**src/rtl/key_scan.sv**
```systemverilog
`default_nettype none
// ============================================================================
// Module   : key_scan
// Purpose  : 3x3 pad matrix scanner plus four direct left buttons, each
//            synchronized, debounced and reported as a level and press pulse.
// Revision : 1.0
// ============================================================================
module key_scan #(
    parameter int SCAN_DIV     = 12000,
    parameter int DEBOUNCE_CNT = 20
) (
    input  logic       CLK,
    input  logic       RESET_N,
    output logic [2:0] COL_OUT,
    input  logic [2:0] ROW_IN,
    input  logic [3:0] LEFT_BTN_N,
    output logic [8:0] KEY,
    output logic [8:0] KEY_PRESS,
    output logic [3:0] LEFT_KEY,
    output logic [3:0] LEFT_PRESS
);

    localparam int                DIV_W    = (SCAN_DIV > 1) ? $clog2(SCAN_DIV) : 1;
    localparam int                CNT_W    = (DEBOUNCE_CNT > 1) ? $clog2(DEBOUNCE_CNT) : 1;
    localparam logic [DIV_W-1:0]  DIV_LAST = DIV_W'(SCAN_DIV - 1);
    localparam logic [CNT_W-1:0]  CNT_LAST = CNT_W'(DEBOUNCE_CNT - 1);
    localparam int                NKEY     = 13;

    typedef enum logic [1:0] {
        COL0 = 2'd0,
        COL1 = 2'd1,
        COL2 = 2'd2
    } col_e;

    logic [2:0]       row_s1_q, row_s2_q;
    logic [3:0]       left_s1_q, left_s2_q;
    logic [DIV_W-1:0] div_q, div_d;
    logic             tick;
    col_e             col_q;
    logic [2:0]       col_out_q;
    logic [2:0]       col_sel;
    logic [NKEY-1:0]  raw;
    logic [NKEY-1:0]  samp;
    logic [NKEY-1:0]  key_vec;
    logic [NKEY-1:0]  press_vec;

    always_ff @(posedge CLK or negedge RESET_N) begin
        if (!RESET_N) begin
            row_s1_q  <= '1;
            row_s2_q  <= '1;
            left_s1_q <= '1;
            left_s2_q <= '1;
        end else begin
            row_s1_q  <= ROW_IN;
            row_s2_q  <= row_s1_q;
            left_s1_q <= LEFT_BTN_N;
            left_s2_q <= left_s1_q;
        end
    end

    assign tick  = (div_q == DIV_LAST);
    assign div_d = tick ? '0 : div_q + DIV_W'(1);

    always_ff @(posedge CLK or negedge RESET_N) begin
        if (!RESET_N) begin
            div_q <= '0;
        end else begin
            div_q <= div_d;
        end
    end

    always_ff @(posedge CLK or negedge RESET_N) begin
        if (!RESET_N) begin
            col_q     <= COL0;
            col_out_q <= 3'b110;
        end else if (tick) begin
            case (col_q)
                COL0: begin
                    col_q     <= COL1;
                    col_out_q <= 3'b101;
                end
                COL1: begin
                    col_q     <= COL2;
                    col_out_q <= 3'b011;
                end
                default: begin
                    col_q     <= COL0;
                    col_out_q <= 3'b110;
                end
            endcase
        end
    end

    assign col_sel = {col_q == COL2, col_q == COL1, col_q == COL0};

    // Pads are sampled at the end of their column's drive window, just before it advances.
    always_comb begin
        raw  = '0;
        samp = '0;
        for (int c = 0; c < 3; c++) begin
            for (int r = 0; r < 3; r++) begin
                raw[c*3+r]  = ~row_s2_q[r];
                samp[c*3+r] = tick & col_sel[c];
            end
        end
        raw[12:9]  = ~left_s2_q;
        samp[12:9] = {4{tick}};
    end

    generate
        for (genvar i = 0; i < NKEY; i++) begin : g_deb
            logic [CNT_W-1:0] cnt_q, cnt_d;
            logic             stable_q, stable_d;
            logic             press_q, press_d;

            always_comb begin
                cnt_d    = cnt_q;
                stable_d = stable_q;
                press_d  = 1'b0;
                if (samp[i]) begin
                    if (raw[i] == stable_q) begin
                        cnt_d = '0;
                    end else if (cnt_q == CNT_LAST) begin
                        cnt_d    = '0;
                        stable_d = raw[i];
                        press_d  = raw[i];
                    end else begin
                        cnt_d = cnt_q + CNT_W'(1);
                    end
                end
            end

            always_ff @(posedge CLK or negedge RESET_N) begin
                if (!RESET_N) begin
                    cnt_q    <= '0;
                    stable_q <= 1'b0;
                    press_q  <= 1'b0;
                end else begin
                    cnt_q    <= cnt_d;
                    stable_q <= stable_d;
                    press_q  <= press_d;
                end
            end

            assign key_vec[i]   = stable_q;
            assign press_vec[i] = press_q;
        end
    endgenerate

    assign COL_OUT    = col_out_q;
    assign KEY        = key_vec[8:0];
    assign KEY_PRESS  = press_vec[8:0];
    assign LEFT_KEY   = key_vec[12:9];
    assign LEFT_PRESS = press_vec[12:9];

endmodule
`default_nettype wire

```
**config.mk**
```make
export PLATFORM = sky130hd
export DESIGN_NAME = key_scan
export DESIGN_NICKNAME = d
export VERILOG_FILES = /design/src/rtl/key_scan.sv
export SDC_FILE = /design/constraint.sdc
export NUM_CORES = 1
export LEC_CHECK = 0
export ABC_AREA = 1
export BUFFER_PORTS_ARGS = -buffer_cell sky130_fd_sc_hd__buf_4
export CORE_MARGIN = 2
export CORE_UTILIZATION = 49
export DETAILED_ROUTE_END_ITERATION = 7
export GPL_TIMING_DRIVEN = 0
export PLACE_DENSITY = 0.74
export SLEW_MARGIN = 20
export SYNTH_ARGS = -nofsm -noshare
export SYNTH_HDL_FRONTEND = slang
export SYNTH_SLANG_ARGS = --single-unit
export TNS_END_PERCENT = 100
```
**constraint.sdc**
```tcl
create_clock -name CLK -period 1.8 [get_ports CLK]
set_input_delay 0.09 -clock CLK [delete_from_list [all_inputs] [get_ports CLK]]
set_output_delay 0.09 -clock CLK [all_outputs]
set_load 0.1 [all_outputs]
```
==> results of run 1 <==
[cells in the mapped netlist, drive strengths merged]
master  number
or2          3
nand3       72
nand4       24
o21bai       1
nand3b       1
nor3b        1
xor2        17
nor3        15
buf         39
nor2        67
inv         46
nand2      187
a21oi        3
o21ai       69
dfstp       16
clkbuf       1
dfrtp      108
and3         6
xnor2       24
o21a         2
ha          14
[cell type report]
cell class	count	area (sq um)
sequential	124	3120
clock buffer	26	499
multi-input combinational	506	2690
clock inverter	6	108
buffer	40	320
fill	1044	4890
inverter	46	173
timing repair buffer	57	503
tap	172	215
[layer usage]
layer  vias up  GRT usage  wire [microns]
met5         -          0               0
met4         0     0.0965             300
met3        28     0.0451             566
met2       123      0.364            7110
met1      2468      0.260            5740
li1       2488          -               -
[metrics by stage]
step	hold WS [ns]	util	worst slack [ns]	std cells	total power, mW
CTS	0.206	0.598	0.00676	970	6.53
floorplan	-0.206	-	0.265	716	2.92
global placement	0.198	0.536	-0.0851	925	3.00
global route	0.244	0.610	-0.0271	977	6.66
finish	0.184	0.610	0.0371	977	6.48
detailed placement	0.0765	0.538	-0.120	926	3.01
[registers in the layout, indices dropped and copies added (netlist names)]
| signal | count |
|---|---|
| left_s2_q | 4 |
| g_deb.cnt_q | 65 |
| left_s1_q | 4 |
| COL_OUT | 3 |
| g_deb.press_q | 13 |
| div_q | 14 |
| row_s2_q | 3 |
| row_s1_q | 3 |
| col_q | 2 |
| g_deb.stable_q | 13 |
[final timing paths]
| check | end |
|---|---|
| max | g_deb[6].stable_q |
| min | g_deb[12].cnt_q[0] |
| max reg2reg | g_deb[6].stable_q |
| min reg2reg | left_s2_q[0] |
| max in group asynchronous | left_s2_q[0] |
| min in group CLK | left_s1_q[2] |
[what timing repair did]
item,CTS,global route
pin swaps,1,4
hold buffers,8,0
hold endpoints to repair,60,0
setup buffers,4,3
endpoints found under the setup margin,62,86
gates cloned,0,4
gates resized for setup,4,27
[logic make-up after synthesis]
kind of cell,after synthesis
compound gates,75
buf+inv,86
flops,124
simple gates,376
fa+ha+maj,14
xor+xnor,41
[power groups by stage]
stage | clock (mW) | sequential [mW] | combinational [mW]
after floorplan | 0 | 2.88 | 0.0407
after global placement | 0 | 2.88 | 0.115
after detailed placement | 0 | 2.88 | 0.127
after CTS | 3.55 | 2.84 | 0.142
after global routing | 3.67 | 2.84 | 0.160
final | 3.51 | 2.84 | 0.138
==> summary.txt, run 1 <==
Critical path
  – Number of cells on the critical path: 8
  – Critical Path Start: div_q[0]
  – Data required time at the worst endpoint: about 2.2 ns
  – WP buf/inv: 1
  – CP Class: flop to flop
  – Ordered list of cells on the worst path: ha_4 -> nand2_4 -> nor2_4 -> nand2_1 -> nor2_1 -> buf_4 -> nand4_1 -> nand2_1
  – Stage delay of the slowest cell on the critical path: about 0.42 ns
  – Most frequent CP cell: nand2_1
  – Nature of the critical path startpoint: flop
  – Startpoint of the worst-slack reg-to-reg timing path: div_q[0]
  – WP data arrival: between 2 and 2.5 ns
  – Type of element capturing the critical path: flop
  – Cell family with the largest share of critical-path delay: simple AND/OR/NAND/NOR gates
  – Max FO, Critical Path: 10
  – Flop-to-flop setup slack: 0.04 ns
  – Slowest library cell on the worst path: dfrtp_1
  – R2r worst-path depth: 8

Drt
  – Per-cell via count in the routed design: between 5 and 6
  – Post-route ant nets: 0
  – Total via count in the routed design: about 5100
  – DRC marker count from the first detailed-route iteration: 435
  – Pre-Repair DR Iteration Count: 5
  – WL final: ~14000 microns
  – Drt wl/cell: roughly 14 microns
  – Total DRC errors in the routed layout: 0

Global routing
  – Global Route Usage Sum: 0.213
  – Grt total ovfl: 0
  – Pin count of the biggest net entering global routing: 72
  – First-pass GRT wire length: 22500 microns
  – Number of global-route vias before repair: 4929
  – Antenna violations before repair: 0

STA
  – Worst Clk Skew: 0.0122 ns
  – Unrepaired setup endpoints after global routing: true
  – Fin crit period: around 1.8 ns
  – Upper clock frequency limit: ~0.57 GHz
  – Count of final hold-check violations: 0
  – Post-Route Setup TNS: 0 ns
  – Tightest Pin Transition: just under 0.6 ns
  – Final Setup Violations: 0
  – Final cycle utilization of the critical path: 0.979
  – Max_slew headroom: 0.602
  – Count of pins over their slew limit: 0

Power
  – Sequential share of power: 0.438
  – Static leakage: between 3 and 4 nW
  – Switching Share: 0.201
  – Internal Pwr Total: 5.18 mW
  – Worst vdd ir: roughly 620 uV
  – Net Switching: approximately 1.3 mW
  – Clock network fraction of design power: 0.541
  – Share of power burned in combinational logic: 0.021
  – PwrDens: between 800 and 900 nW/um^2

Floorplanning
  – Placeable core region: 12500 sq um
  – I/O Pins: 38
  – Width of the chip: roughly 120 microns
  – Height of the die: 117 microns
  – Area of the die: 13600 sq um
  – Initial standard-cell utilization of the core: 0.497
  – Number of core rows: slightly above 40

Cells and area
  – Area delta synth->final: 22.8%
  – Most frequent standard cell in the layout excluding fill and tap cells: nand2_1
  – Proportion of layout cells with a drive suffix above 1: 0.209
  – Diodes inserted: 0
  – Top library cells by usage in the layout, fill and taps aside: 181 x nand2_1, 108 x dfrtp_1, 72 x buf_4, 70 x nand3_1, 59 x nor2_1
  – Non-Filler Cell Area, Final: about 7600 sq um
  – Post-layout net count: between 800 and 900

Hold path
  – Hold WC Path Type: primary input to async pin

Place
  – Post-placement cell area: 6740 sq um
  – DPL Wire Length: between 8000 and 9000 microns
  – Routability Congestion: between 0.8 and 0.9
  – # port buffers: 37

Logic synthesis
  – Share of synthesized area occupied by flip-flops and latches: 0.502
  – Cell type with the largest total area after synthesis: dfrtp_1
  – Synthesized-area fraction occupied by ao, oa, aoi and oai cells: 0.0640
  – Mapped Area: a little over 6000 sq um
  – Number of distinct standard cells referenced by the synthesized netlist: 31
  – Post-Synth XOR/XNOR Area: 0.0578
  – Average footprint of a synthesized cell: 8.68 sq um
  – Count of yosys warnings during synthesis: 0
  – Synthesized-area fraction occupied by adder cells: 0.0282
  – Ranking of synthesized cells by area: dfrtp_1 43%, nand2_1 11%, dfstp_2 6.8%
  – Post-Syn Instances: about 720
  – Number of storage elements in the synthesis netlist: between 100 and 150
  – Largest family of logic cells by synthesized area: simple AND/OR/NAND/NOR gates
  – Multiplexer area fraction after synthesis: 0
  – Top-area cell type share of the netlist area: 0.435
  – Post-synthesis net count: around 740
  – Synthesized-area fraction occupied by and/or/nand/nor cells: 0.274

CTS
  – Max Buffers Root-to-Sink: 2
  – Clock-pin slew reported for the worst setup and hold paths after clock tree synthesis: around 0.05 ns
  – Number of CTS-inserted buffers: 17
  – Clock insertion delay at the later pin of the skew report: ~0.42 ns
  – Number of sinks driven by the clock tree: 124
  – Cell at the root of the clock tree: clkbuf_16
  – Number of H-tree branching levels: 4
  – TritonCTS clock tree: yes

Run status
  – Run status: finished, final reports clean

Run
  – Max-cap violations: 0
(Power assumes the default switching activity.)
==> inputs of run 2 (changes only) <==
--- a/config.mk
+++ b/config.mk
@@ -5,13 +5,12 @@
 export SDC_FILE = /design/constraint.sdc
 export NUM_CORES = 1
 export LEC_CHECK = 0
-export ABC_AREA = 1
 export BUFFER_PORTS_ARGS = -buffer_cell sky130_fd_sc_hd__buf_4
 export CORE_MARGIN = 2
 export CORE_UTILIZATION = 49
 export DETAILED_ROUTE_END_ITERATION = 7
 export GPL_TIMING_DRIVEN = 0
-export PLACE_DENSITY = 0.74
+export PLACE_DENSITY = 0.75
 export SLEW_MARGIN = 20
 export SYNTH_ARGS = -nofsm -noshare
 export SYNTH_HDL_FRONTEND = slang
==> summary.txt, run 2 <==
Run status
  – Run status: complete, but fails checks
  – Violated checks: setup timing

Drt
  – Total via count in the routed design: 5222 (+2.3%)
  – WL final: 16600 microns (+21%)
  – Drt wl/cell: 18.6 microns (+32%)
  – DRC marker count from the first detailed-route iteration: 413 (-5.1%)
  – Post-route ant nets: 0 (unchanged)
  – Pre-Repair DR Iteration Count: 5 (unchanged)
  – Total DRC errors in the routed layout: 0 (unchanged)
  – Per-cell via count in the routed design: 5.85 (+12%)

STA
  – Max_slew headroom: 0.494 (-0.108)
  – Unrepaired setup endpoints after global routing: true
  – Final setup slack of the worst path: -0.577 ns (-0.614 ns)
  – Upper clock frequency limit: 0.421 GHz (-26%)
  – Fin crit period: 2.38 ns (+0.614 ns)
  – Worst Clk Skew: 0.00963 ns (-0.00261 ns)
  – Count of pins over their slew limit: 0 (unchanged)
  – Count of final hold-check violations: 0 (unchanged)
  – Final Setup Violations: 106 (+106)
  – Final cycle utilization of the critical path: 1.32 (+0.341)
  – Min Hold Slack: 0.214 ns (+0.0298 ns)
  – Tightest Pin Transition: 0.749 ns (+0.156 ns)

Power
  – PwrDens: 715 nW/um^2 (-16%)
  – Switching Share: 0.220 (+0.0196)
  – Internal Pwr Total: 4.75 mW (-8.2%)
  – Static leakage: 4.13 nW (+13%)
  – Worst vdd ir: 581 uV (-6.9%)
  – Net Switching: 1.34 mW (+3.3%)
  – Share of power burned in combinational logic: 0.028 (+0.007)
  – Sequential share of power: 0.464 (+0.026)
  – Clock network fraction of design power: 0.509 (-0.032)

Floorplanning
  – Number of core rows: 40 (-2.4%)
  – Height of the die: 115 microns (-1.4%)
  – Placeable core region: 12000 sq um (-4.0%)
  – Width of the chip: 115 microns (-1.4%)
  – Initial standard-cell utilization of the core: 0.503 (+0.00642)
  – Area of the die: 13200 sq um (-2.7%)
  – I/O Pins: 38 (unchanged)

CTS
  – Number of sinks driven by the clock tree: 124 (unchanged)
  – Number of CTS-inserted buffers: 17 (unchanged)
  – Max Buffers Root-to-Sink: 2 (unchanged)
  – Clock insertion delay at the later pin of the skew report: 0.42 ns (about the same)
  – Number of H-tree branching levels: 4 (unchanged)
  – Cell at the root of the clock tree: clkbuf_16
  – Clock-pin slew reported for the worst setup and hold paths after clock tree synthesis: 0.06 ns (about the same)
  – TritonCTS clock tree: yes

Global routing
  – Number of global-route vias before repair: 4902 (-0.55%)
  – Pin count of the biggest net entering global routing: 72 (unchanged)
  – Met1 Resource Use GR: 0.274 (+0.0149)
  – Antenna violations before repair: 0 (unchanged)
  – Grt total ovfl: 0 (unchanged)
  – First-pass GRT wire length: 23100 microns (+2.4%)
  – Fraction of met2 tracks used by global routing: 0.369 (+0.00468)
  – Global-route met3 utilization: 0.0496 (+0.00440)
  – Global Route Usage Sum: 0.222 (+0.00891)
  – Top Usage Layer GRT: met2

Place
  – Routability Congestion: 0.821 (-7.6%)
  – # port buffers: 37 (unchanged)
  – DPL Wire Length: 8410 microns (-6.4%)
  – Setup slack at placement: -1.15 ns (-1.03 ns)

Cells and area
  – Most frequent standard cell in the layout excluding fill and tap cells: dfrtp_1
  – Area delta synth->final: 41.1%
  – # fillers: 769 (-26%)
  – Top library cells by usage in the layout, fill and taps aside: 105 x dfrtp_1, 77 x buf_4, 56 x nand3_1, 54 x nand2_1, 36 x nor2_1
  – Proportion of layout cells with a drive suffix above 1: 0.427 (+0.218)
  – Top Registers: g_deb.cnt_q: 65 flops, div_q: 14 flops
  – Biggest register: g_deb.cnt_q
  – Flip-flop count of the largest register after layout: 65 (unchanged)
  – Post-layout net count: 755 (-7.4%)
  – Diodes inserted: 0 (unchanged)

Logic synthesis
  – Cell type with the largest total area after synthesis: dfrtp_1
  – Top-area cell type share of the netlist area: 0.447 (+0.0125)
  – Average footprint of a synthesized cell: 9.71 sq um (+12%)
  – Post-Syn Instances: 622 (-13%)
  – Post-synthesis net count: 645 (-13%)
  – Top cell types by occurrence after synthesis: 108 x dfrtp_1, 99 x nand2_1, 70 x nand3_1
  – Async set-reset flop share out of synthesis: 1.00 (unchanged)
  – Mapped Area: 6040 sq um (-2.8%)
  – Dominant register cell in the synthesized netlist: dfrtp_1
  – Post-synth EDFFs: 0 (unchanged)
  – Leading cell type by number of instances after synthesis: dfrtp_1
  – Ranking of synthesized cells by area: dfrtp_1 45%, dfstp_2 7.0%, nand2_1 6.2%
  – Number of distinct standard cells referenced by the synthesized netlist: 40 (+29%)
  – Number of storage elements in the synthesis netlist: 124 (unchanged)
  – Share of synthesized area occupied by flip-flops and latches: 0.517 (+0.0145)
  – Count of yosys warnings during synthesis: 0 (unchanged)

Run
  – Max-cap violations: 0 (unchanged)

Hold path
  – Hold WC Path Type: primary input to async pin

Critical path
  – WP buf/inv: 3 (+2)
  – Max FO, Critical Path: 7 (-3)
  – Cell family with the largest share of critical-path delay: simple AND/OR/NAND/NOR gates
  – Data required time at the worst endpoint: 2.16 ns (about the same)
  – Stage delay of the slowest cell on the critical path: 0.55 ns (+0.13 ns)
  – Nature of the critical path startpoint: flop
  – Type of element capturing the critical path: flop
  – WP data arrival: 2.73 ns (+0.62 ns)
  – Ordered list of cells on the worst path: or4b_4 -> buf_12 -> buf_6 -> or4_4 -> buf_6 -> or4_4 -> nand3_2
  – CP Class: flop to flop
  – Slowest library cell on the worst path: or4b_4
-- run 2: worst register-to-register path, cell delays in order (launching register included) --
cell and delay [ns]:
dfrtp_2 0.40, or4b_4 0.55, buf_12 0.15, buf_6 0.11, or4_4 0.43, buf_6 0.16, or4_4 0.42, nand3_2 0.09
-- run 2: power by group through the flow --
stage	Sequential, mW	Clock (mW)	Combinational, mW
4_1_cts	2.83	3.11	0.159
3_5_place_dp	2.87	0	0.141
3_3_place_gp	2.87	0	0.127
5_1_grt	2.83	3.25	0.188
6_report	2.83	3.10	0.168
2_1_floorplan	2.87	0	0.0474
-- run 2: logic make-up after synthesis --
family,share of synthesized area
simple gates,0.280
buf+inv,0.0543
fa+ha+maj,0.0290
mux,0.0182
compound gates,0.0685
flops,0.517
xor+xnor,0.0333
-- run 2: worst paths after layout --
path	depth (start not counted)	slack, ns	startpoint	end
setup / recovery	7	-0.58	div_q[5]	g_deb[3].cnt_q[4]
hold / removal	2	0.21	RESET_N	g_deb[12].cnt_q[1]
setup reg to reg	7	-0.58	div_q[5]	g_deb[3].cnt_q[4]
hold reg to reg	0	0.35	left_s1_q[1]	left_s2_q[1]
max in group asynchronous	3	0.83	RESET_N	row_s2_q[2]
min in group CLK	2	0.31	LEFT_BTN_N[2]	left_s1_q[2]
-- run 2: area by class of cell --
class,instances,area (sq um),share of cell area
clock inverter,7,38.8,0.00455
sequential,124,3130,0.367
buffer,39,378,0.0443
multi-input combinational,439,3260,0.383
tap,147,184,0.0216
inverter,15,56.3,0.00660
timing repair buffer,96,985,0.115
clock buffer,25,495,0.0581
-- run 2: metrics by stage --
stage | utilization | cells | instance area, sq um | power, mW | TNS [ns]
detailed placement | 0.550 | 807 | 6600 | 3.01 | -70.43
global placement | 0.547 | 806 | 6570 | 3.00 | -61.80
global route | 0.710 | 892 | 8530 | 6.27 | -42.61
finish | 0.710 | 892 | 8530 | 6.10 | -38.45
floorplan | - | 622 | 6110 | 2.92 | -22.15
CTS | 0.656 | 878 | 7880 | 6.10 | -48.28
-- run 2: timing repair --
item                                    in CTS  in global routing
endpoints found under the hold margin       60                  0
pin swaps                                   24                 43
cloned                                       4                  6
hold buffers                                 8                  0
gates resized for setup                    111                150
endpoints found under the setup margin     106                106
buffers inserted                            27                 16
-- run 2: metal layers --
metal  up-vias  part of all wire
met5         -                 0
met4         0             0.034
met3        59             0.043
met2       173              0.53
met1      2598              0.40
li1       2392                 -
